--- config.mk ---
export PLATFORM = sky130hd
export DESIGN_NAME = udp_rx_stream
export DESIGN_NICKNAME = d
export VERILOG_FILES = /design/src/rtl/udp_rx_stream.sv
export SDC_FILE = /design/constraint.sdc
export NUM_CORES = 1
export LEC_CHECK = 0
export CAP_MARGIN = 5
export CORE_MARGIN = 2
export CORE_UTILIZATION = 30
export CTS_BUF_LIST = sky130_fd_sc_hd__clkbuf_4 sky130_fd_sc_hd__clkbuf_8
export DETAILED_ROUTE_END_ITERATION = 12
export PLACE_DENSITY = 0.52
export SLEW_MARGIN = 30
export SYNTH_ARGS = -nofsm -noshare
export SYNTH_HDL_FRONTEND = slang
export SYNTH_SLANG_ARGS = --single-unit
--- constraint.sdc ---
create_clock -name i_clk -period 3.4 [get_ports i_clk]
set_input_delay 0.68 -clock i_clk [delete_from_list [all_inputs] [get_ports i_clk]]
set_output_delay 0.68 -clock i_clk [all_outputs]
set_load 0.02 [all_outputs]
--- src/rtl/udp_rx_stream.sv ---
// UDP receive path: strips the 8-byte UDP header from an AXI stream, presents it
// on a header handshake, and forwards the payload through a single output register.
module udp_rx_stream #(
    parameter int AXI_DATA_WIDTH = 8,
    parameter int KEEP_WIDTH     = AXI_DATA_WIDTH / 8,
    parameter bit PORT_FILTER    = 1'b0
) (
    input  logic                      i_clk,
    input  logic                      i_reset,
    input  logic [AXI_DATA_WIDTH-1:0] s_axis_tdata,
    input  logic [KEEP_WIDTH-1:0]     s_axis_tkeep,
    input  logic                      s_axis_tvalid,
    input  logic                      s_axis_tlast,
    output logic                      s_axis_trdy,
    output logic [AXI_DATA_WIDTH-1:0] m_axis_tdata,
    output logic [KEEP_WIDTH-1:0]     m_axis_tkeep,
    output logic                      m_axis_tvalid,
    output logic                      m_axis_tlast,
    output logic                      m_axis_tuser,
    input  logic                      m_axis_trdy,
    output logic                      m_udp_hdr_tvalid,
    input  logic                      m_udp_hdr_trdy,
    output logic [15:0]               m_udp_src_port,
    output logic [15:0]               m_udp_dst_port,
    output logic [15:0]               m_udp_length,
    output logic [15:0]               m_udp_checksum,
    input  logic [15:0]               i_local_port,
    output logic                      o_err_truncated,
    output logic                      o_err_length
);
    localparam int BPB = AXI_DATA_WIDTH / 8;
    localparam int HDR_BEATS = 64 / AXI_DATA_WIDTH;
    localparam logic [3:0] LAST_BEAT = 4'(HDR_BEATS - 1);

    typedef enum logic [1:0] {ST_HDR, ST_PAYLOAD, ST_DROP} state_t;

    state_t                    state_q, state_d;
    logic [3:0]                beat_q, beat_d;
    logic [7:0]                hdr_q [8];
    logic [7:0]                hdr_d [8];
    logic                      hdr_valid_q, hdr_valid_d;
    logic [AXI_DATA_WIDTH-1:0] data_q, data_d;
    logic [KEEP_WIDTH-1:0]     keep_q, keep_d;
    logic                      last_q, last_d;
    logic                      user_q, user_d;
    logic                      valid_q, valid_d;
    logic [15:0]               cnt_q, cnt_d;
    logic                      err_trunc_q, err_trunc_d;
    logic                      err_len_q, err_len_d;

    logic        s_rdy, accept, filt_ok, len_bad;
    logic [15:0] beat_bytes, total, cur_len, new_len, new_dst;

    assign s_axis_trdy      = s_rdy;
    assign accept           = s_axis_tvalid && s_rdy;
    assign m_axis_tdata     = data_q;
    assign m_axis_tkeep     = keep_q;
    assign m_axis_tvalid    = valid_q;
    assign m_axis_tlast     = last_q;
    assign m_axis_tuser     = user_q;
    assign m_udp_hdr_tvalid = hdr_valid_q;
    assign m_udp_src_port   = {hdr_q[0], hdr_q[1]};
    assign m_udp_dst_port   = {hdr_q[2], hdr_q[3]};
    assign m_udp_length     = {hdr_q[4], hdr_q[5]};
    assign m_udp_checksum   = {hdr_q[6], hdr_q[7]};
    assign o_err_truncated  = err_trunc_q;
    assign o_err_length     = err_len_q;

    assign cur_len = {hdr_q[4], hdr_q[5]};
    assign new_len = {hdr_d[4], hdr_d[5]};
    assign new_dst = {hdr_d[2], hdr_d[3]};
    assign filt_ok = !PORT_FILTER || (new_dst == i_local_port);
    assign total   = cnt_q + beat_bytes;
    // Lengths below 8 can never be satisfied, even if the wrapped subtraction matches.
    assign len_bad = (total != cur_len - 16'd8) || (cur_len < 16'd8);

    always_comb begin
        beat_bytes = '0;
        for (int i = 0; i < KEEP_WIDTH; i++) begin
            beat_bytes = beat_bytes + 16'(s_axis_tkeep[i]);
        end
    end

    always_comb begin
        s_rdy = 1'b1;
        case (state_q)
            ST_HDR:     s_rdy = !hdr_valid_q;
            ST_PAYLOAD: s_rdy = !valid_q || m_axis_trdy;
            default:    s_rdy = 1'b1;
        endcase
    end

    // Merge the current beat into the header bytes so the final beat sees complete fields.
    always_comb begin
        hdr_d = hdr_q;
        if (state_q == ST_HDR && accept) begin
            for (int l = 0; l < BPB; l++) begin
                hdr_d[3'(int'(beat_q) * BPB + l)] = s_axis_tdata[l*8 +: 8];
            end
        end
    end

    always_comb begin
        state_d     = state_q;
        beat_d      = beat_q;
        hdr_valid_d = hdr_valid_q && !m_udp_hdr_trdy;
        data_d      = data_q;
        keep_d      = keep_q;
        last_d      = last_q;
        user_d      = user_q;
        valid_d     = valid_q && !m_axis_trdy;
        cnt_d       = cnt_q;
        err_trunc_d = 1'b0;
        err_len_d   = 1'b0;
        case (state_q)
            ST_HDR: begin
                if (accept) begin
                    if (beat_q == LAST_BEAT) begin
                        beat_d = '0;
                        cnt_d  = '0;
                        if (!filt_ok) begin
                            state_d = s_axis_tlast ? ST_HDR : ST_DROP;
                        end else begin
                            hdr_valid_d = 1'b1;
                            if (s_axis_tlast) begin
                                err_len_d = (new_len != 16'd8);
                            end else begin
                                state_d = ST_PAYLOAD;
                            end
                        end
                    end else if (s_axis_tlast) begin
                        beat_d      = '0;
                        err_trunc_d = 1'b1;
                    end else begin
                        beat_d = beat_q + 4'd1;
                    end
                end
            end
            ST_PAYLOAD: begin
                if (accept) begin
                    data_d  = s_axis_tdata;
                    keep_d  = s_axis_tkeep;
                    last_d  = s_axis_tlast;
                    valid_d = 1'b1;
                    user_d  = s_axis_tlast && len_bad;
                    cnt_d   = total;
                    if (s_axis_tlast) begin
                        err_len_d = len_bad;
                        cnt_d     = '0;
                        state_d   = ST_HDR;
                    end
                end
            end
            ST_DROP: begin
                if (accept && s_axis_tlast) begin
                    state_d = ST_HDR;
                end
            end
            default: state_d = ST_HDR;
        endcase
    end

    always_ff @(posedge i_clk) begin
        if (i_reset) begin
            state_q     <= ST_HDR;
            beat_q      <= '0;
            hdr_q       <= '{default: '0};
            hdr_valid_q <= 1'b0;
            data_q      <= '0;
            keep_q      <= '0;
            last_q      <= 1'b0;
            user_q      <= 1'b0;
            valid_q     <= 1'b0;
            cnt_q       <= '0;
            err_trunc_q <= 1'b0;
            err_len_q   <= 1'b0;
        end else begin
            state_q     <= state_d;
            beat_q      <= beat_d;
            hdr_q       <= hdr_d;
            hdr_valid_q <= hdr_valid_d;
            data_q      <= data_d;
            keep_q      <= keep_d;
            last_q      <= last_d;
            user_q      <= user_d;
            valid_q     <= valid_d;
            cnt_q       <= cnt_d;
            err_trunc_q <= err_trunc_d;
            err_len_q   <= err_len_d;
        end
    end
endmodule

==> metrics.cfg, run 1 <==
[clock_network]
cts_buffers = 9
clk_path_buf_depth = 2
cts_tree = yes
clk_latency_ns = 0.39
path_clk_slew_ns = 0.09
cts_resized = 0
ctsHoldBuffers = 0
postCtsSetupBuffers = 0
clock_tree.root_cell = clkbuf_8
cts_sinks = 100
htree_num_levels = 3

[detailed_routing]
met2_length_um = 4960
wl_met1_um = 4880
drt_wl_total_um = 10800
met3RoutedLength_um = 795
firstDrtPassIters = 4
vias = 3495
drc = 0
via_per_inst = 4.64
wire_per_inst_um = 14.3
top_layer = met4
ant_nets = 0
drt_iter0_drc = 132

[synth]
synth_top_family_by_area = simple AND/OR/NAND/NOR gates
postSynthCellCount = 471
synth-simple-area-share_pct = 25.4
synth-seq-cells = 100
synth_area_sq_um = 4220
synth_area_leaders = dfxtp_1, mux2i_1, nor2_1
synth-xor-area-share_pct = 7.64
yosys_warnings = 0
synth_cell_types = 36
postSynthNetCount = 506
synthMuxAreaShare_pct = 8.56
synthAdderAreaFrac_pct = 1.19
synth_top_cell_by_area = dfxtp_1
synth_compound_area_share_pct = 7.08
avgSynthCellArea_sq_um = 8.97
yosys.area.top_type_share_pct = 47.4
yosysSeqAreaShare_pct = 47.4

[global_route]
overflow = 0
grt_pass1_wl_um = 17400
antenna_found_initial = 0
grt_max_degree = 57
grtUsageTotal_pct = 14.9
grt_pass1_vias = 3451

[critical_path]
rr_startpoint = m_udp_length[3]
crit_path_end_kind = flop
worstSetupPathType = in2reg
crit_end = o_err_length
arrival_ns = 3.19
cp-start-kind = input port
r2r_end = o_err_length
rrSetupSlack_ns = 0.52
cp_max_fo = 5
r2r_cells = 9
crit_path_start = s_axis_tkeep
required_ns = 3.66

[timing]
fin_skew_ns = 0.00875
hold_violations = 0
tightest_slew_ns = 0.732
fin_crit_sh_pct = 86.2
fin_crit_ns = 2.93
relSlewSlack_pct = 50.8
maxSlewViolCount = 0
setup_violations = 0
finalSetupTns_ns = 0
worst_hold_slack_ns = 0.461
rsz0062_at_grt = false
timing.fmax_mhz = 341

[power]
power_density_nw_per_um2 = 363
seq_power_share_pct = 58.3
power_switching_share_pct = 25.2
clkPwrFrac_pct = 36.1
power.switching_mw = 0.514
power_leakage_nw = 2.19
combinationalPowerShare_pct = 5.6
p_int_mw = 1.53
ir_drop_uv = 236

[floorplanning]
ios = 111
initial_core_util_pct = 30.5
die_w_um = 123
core_area_sq_um = 13800
die_height_um = 123
rows = 43
die_area_sq_um = 15000

[hold_path]
hold_class = reg2reg
hold_path_depth = 2

[outcome]
outcome = finished clean

[final_layout]
layout_common_cells = dfxtp_1, clkdlybuf4s50_1, nor2_1
layout_commonest_cell = dfxtp_1
nNetsFinal = 603
drive_gt1_share_pct = 7.50
fill_cells = 1376
antennaDiodeCount = 0
area_delta_synth_final_pct = 33.0

[place]
place.port_buffers = 94
place.gp.congestion = 0.835
dpl.hpwl_um = 7600

[flow_run]
cap_violations = 0

==> worst min path at each step <==
stage               startpoint              end
6_report          m_axis_tlast     m_axis_tlast
5_1_grt        m_axis_tdata[5]  m_axis_tdata[5]
4_1_cts           m_axis_tlast     m_axis_tlast
3_5_place_dp      m_axis_tlast     m_axis_tlast
3_3_place_gp   m_axis_tdata[3]  m_axis_tdata[3]
2_1_floorplan         cnt_q[0]         cnt_q[0]
==> synthesized netlist by cell type <==
cell type	instances
or4_4	1
o21bai_1	1
nand4_1	5
a21o_1	1
xnor2_1	22
clkbuf_1	23
nor4_1	3
o22ai_1	2
and3b_1	1
mux2i_1	35
nor2_1	66
dfxtp_1	100
o21ai_1	1
mux2_2	1
nor4_2	4
nor3b_1	4
xor2_1	13
nand2_1	36
buf_2	3
o311ai_0	1
and2_1	1
or3_1	3
nand2b_1	3
nand3b_1	11
nor3_1	13
a21oi_1	35
nand3_2	1
inv_1	4
nand3_1	13
nand4b_1	1
a31oi_1	2
nor2b_1	37
and3_1	5
ha_1	4
xnor2_2	1
o21ai_0	14
==> through the flow <==
stage,utilization [%],cell area [sq um],power (mW),setup slack (ns),std cells
CTS,40.6,5620,2.08,0.451,753
global placement,39.3,5430,1.33,0.0600,737
detailed placement,39.3,5430,1.33,0.0276,737
finish,40.6,5620,2.04,0.471,753
global route,40.6,5620,2.13,0.273,753
floorplan,-,4220,1.27,0.698,471
==> area by class of cell <==
class	count	area [sq um]	area share, %
sequential	100	2000	35.7
clock inverter	6	47.5	0.847
inverter	4	15.0	0.267
tap	180	225	4.01
clock buffer	10	138	2.45
timing repair buffer	112	1080	19.3
multi-input combinational	341	2100	37.5
==> power groups by stage <==
stage | Clock, mW | Combinational, mW | Sequential [mW]
2_1_floorplan | 0 | 0.0462 | 1.23
4_1_cts | 0.773 | 0.117 | 1.19
6_report | 0.736 | 0.115 | 1.19
5_1_grt | 0.813 | 0.125 | 1.19
3_5_place_dp | 0 | 0.116 | 1.22
3_3_place_gp | 0 | 0.116 | 1.22
==> registers in the layout, indices dropped and copies added (netlist names), 4 cells and up <==
signal,count
m_udp_checksum,16
m_udp_src_port,16
cnt_q,16
beat_q,4
m_udp_dst_port,16
m_axis_tdata,8
m_udp_length,16
==> worst max-delay path, stage by stage <==
cell             delay [ns]
clkdlybuf4s50_1        0.48
ha_1                   0.19
ha_1                   0.22
nand3_1                0.15
nor2_1                 0.15
xnor2_1                0.17
xnor2_1                0.11
or4_4                  0.51
nor4_2                 0.38
o22ai_1                0.13
==> per-layer routing <==
metal	GRT usage, %	vias to the layer above
met1	18.2	1631
met5	0	-
li1	-	1781
met2	23.7	74
met4	4.89	0
met3	5.99	9
==> kinds of logic after synthesis <==
kind of cell             Yosys count
AND/OR/NAND/NOR                  208
flip-flops                       100
AO/OA/AOI/OAI                     57
XOR/XNOR                          36
multiplexers                      36
buffers and inverters             30
adder cells (fa/ha/maj)            4
(Power assumes the default switching activity.)
==> run 2, diff against run 1 <==
Settings changed: CORE_MARGIN 2 to 4.
==> run 2 against run 1 <==
Global-route usage shrank 0.98 points. Cell area rose by 0.45%. First-iteration DRC count increased by 11%. Register-to-register slack improved by 0.07 ns. Utilization increased by 0.18 points. Cell count up 0.13%. Via count is 1.9% higher. Worst setup slack worse by 0.14 ns. Count of clock-buffer cells in the layout shrank 1. Maximum frequency down 4.5%. Sequential cell count unchanged. Total power increased by 1.2%. Highest routed layer unchanged.
==> metrics.cfg, run 2 (synthesis results as in run 1) <==
[timing]
fin_skew_ns = 0.0138  ; was 0.00875 ns
timing.fmax_mhz = 326  ; was 341 MHz
rsz0062_at_grt = false  ; unchanged
worst_slack_ns = 0.331  ; was 0.471 ns
maxSlewViolCount = 0  ; unchanged
tightest_slew_ns = 0.779  ; was 0.732 ns
relSlewSlack_pct = 47.6  ; was 50.8%
hold_violations = 0  ; unchanged
setup_violations = 0  ; unchanged
finalSetupTns_ns = 0  ; unchanged
fin_crit_sh_pct = 90.3  ; was 86.2%
fin_crit_ns = 3.07  ; was 2.93 ns

[clock_network]
cts_tree = yes  ; unchanged
cts_buffers = 9  ; unchanged
clock_tree.root_cell = clkbuf_8  ; unchanged
clk_path_buf_depth = 2  ; unchanged
clk_latency_ns = 0.38  ; was 0.39 ns
cts_sinks = 100  ; unchanged
htree_num_levels = 3  ; unchanged
postCtsSetupBuffers = 0  ; unchanged
cts_resized = 0  ; unchanged
path_clk_slew_ns = 0.10  ; was 0.09 ns
ctsHoldBuffers = 0  ; unchanged

[place]
dpl.cell_count = 738  ; was 737
place.gp.congestion = 0.783  ; was 0.835
dp_worst_setup_slack_ns = -0.0879  ; was 0.0276 ns
post_dp_cell_area_sq_um = 5440  ; was 5430 sq um
place.port_buffers = 94  ; unchanged
dpl.hpwl_um = 7740  ; was 7600 um

[outcome]
outcome = finished clean  ; unchanged

[critical_path]
slowest_stage = or4_4  ; unchanged
cp_max_fo = 5  ; unchanged
critical_path.top_delay_family = simple AND/OR/NAND/NOR gates  ; unchanged
arrival_ns = 3.33  ; was 3.19 ns
crit_path_end_kind = flop  ; unchanged
critPathBufInv = 2  ; was 1
cp-start-kind = input port  ; unchanged
required_ns = 3.66  ; about the same
worstSetupPathType = in2reg  ; unchanged
path_cells = clkdlybuf4s50_1, ha_1, ha_1, nand3_1, nor2_1, xnor2_1, xnor2_1, or4_4, nor4_2, buf_4, o22ai_1  ; was clkdlybuf4s50_1, ha_1, ha_1, nand3_1, nor2_1, xnor2_1, xnor2_1, or4_4, nor4_2, o22ai_1
slowest_delay_ns = 0.51  ; about the same

[final_layout]
final-instance-count-excl-fill = 754  ; was 753
antennaDiodeCount = 0  ; unchanged
layout_common_cells = dfxtp_1, clkdlybuf4s50_1, nor2_1  ; unchanged
nNetsFinal = 604  ; was 603
stdcell_area_sq_um = 5640  ; was 5620 sq um
area_delta_synth_final_pct = 33.6  ; was 33.0%
utilization_pct = 40.8  ; was 40.6%
drive_gt1_share_pct = 7.67  ; was 7.50%
layout_commonest_cell = dfxtp_1  ; unchanged
fill_cells = 1398  ; was 1376

[global_route]
grtUsageTotal_pct = 13.9  ; was 14.9%
overflow = 0  ; unchanged
antenna_found_initial = 0  ; unchanged
grt_max_degree = 53  ; was 57
grt_pass1_wl_um = 18000  ; was 17400 um
grt_pass1_vias = 3547  ; was 3451

[floorplanning]
rows = 43  ; unchanged
initial_core_util_pct = 30.5  ; unchanged
ios = 111  ; unchanged
die_w_um = 127  ; was 123 um
die_area_sq_um = 16000  ; was 15000 sq um
die_height_um = 127  ; was 123 um
core_area_sq_um = 13800  ; unchanged

[power]
power_density_nw_per_um2 = 366  ; was 363 nW/um^2
ir_drop_uv = 249  ; was 236 uV
clkPwrFrac_pct = 36.9  ; was 36.1%
combinationalPowerShare_pct = 5.5  ; was 5.6%
power_leakage_nw = 2.20  ; was 2.19 nW
p_int_mw = 1.52  ; was 1.53 mW
power.switching_mw = 0.540  ; was 0.514 mW
seq_power_share_pct = 57.6  ; was 58.3%
power_switching_share_pct = 26.2  ; was 25.2%

[hold_path]
hold_class = reg2reg  ; unchanged

[detailed_routing]
vias = 3560  ; was 3495
firstDrtPassIters = 4  ; unchanged
drt_iter0_drc = 146  ; was 132
drc = 0  ; unchanged
via_per_inst = 4.72  ; was 4.64
wire_per_inst_um = 14.3  ; about the same
ant_nets = 0  ; unchanged
drt_wl_total_um = 10800  ; about the same

[flow_run]
cap_violations = 0  ; unchanged

[run 2: cell count changes in the layout (fill, tap and decap cells not counted)]
| cell | previous run | this run |
|---|---|---|
| clkbuf_8 | 10 | 9 |
| clkinv_8 | 0 | 2 |
| clkinv_2 | 1 | 0 |
| clkinvlp_4 | 1 | 0 |
| inv_8 | 0 | 1 |
| buf_4 | 17 | 18 |
[run 2: path summary, 6_finish.rpt]
path | slack (ns) | start | depth (start not counted) | endpoint
min reg2reg | 0.46 | m_axis_tkeep | 2 | m_axis_tkeep
min | 0.46 | m_axis_tkeep | 2 | m_axis_tkeep
max | 0.33 | s_axis_tkeep | 11 | o_err_length
max reg2reg | 0.59 | m_udp_length[3] | 10 | o_err_length
[run 2: layer usage]
layer	global-route usage (%)	up-vias	part of all wire, %	wire length (um)
li1	-	1777	-	-
met1	15.3	1694	43	4640
met2	23.2	77	48	5180
met3	7.12	12	8.0	865
met4	4.54	0	1.2	128
met5	0	-	0	0
[run 2: cell type report]
class | instances | area [sq um] | share of cell area [%]
timing repair buffer | 113 | 1090 | 19.3
sequential | 100 | 2000 | 35.5
inverter | 4 | 15.0 | 0.266
multi-input combinational | 341 | 2100 | 37.3
tap | 180 | 225 | 3.99
clock inverter | 7 | 78.8 | 1.40
clock buffer | 9 | 124 | 2.20
[run 2: per-stage QoR]
step / total power, mW / hold slack [ns]
2_1_floorplan: 1.27 / 0.458
3_3_place_gp: 1.33 / 0.442
3_5_place_dp: 1.33 / 0.451
4_1_cts: 2.11 / 0.467
5_1_grt: 2.16 / 0.484
6_report: 2.06 / 0.460
[run 2: tightest hold or removal path, stage by stage (launching register included)]
cell	delay (ns)
dfxtp_1	0.32
nand2_1	0.05
a21oi_1	0.05
[run 2: power by group through the flow]
stage | Sequential, mW | Combinational, mW | Clock [mW]
finish | 1.19 | 0.114 | 0.761
global route | 1.19 | 0.125 | 0.847
CTS | 1.19 | 0.117 | 0.800
detailed placement | 1.22 | 0.116 | 0
global placement | 1.21 | 0.116 | 0
floorplan | 1.23 | 0.0462 | 0
==> run 3, diff against run 2 <==
Settings changed: CAP_MARGIN 5 to default, CTS_CLUSTER_DIAMETER from default to 30.
==> results of run 3 <==
Final layout, timing and power as in run 2 (identical DEF).
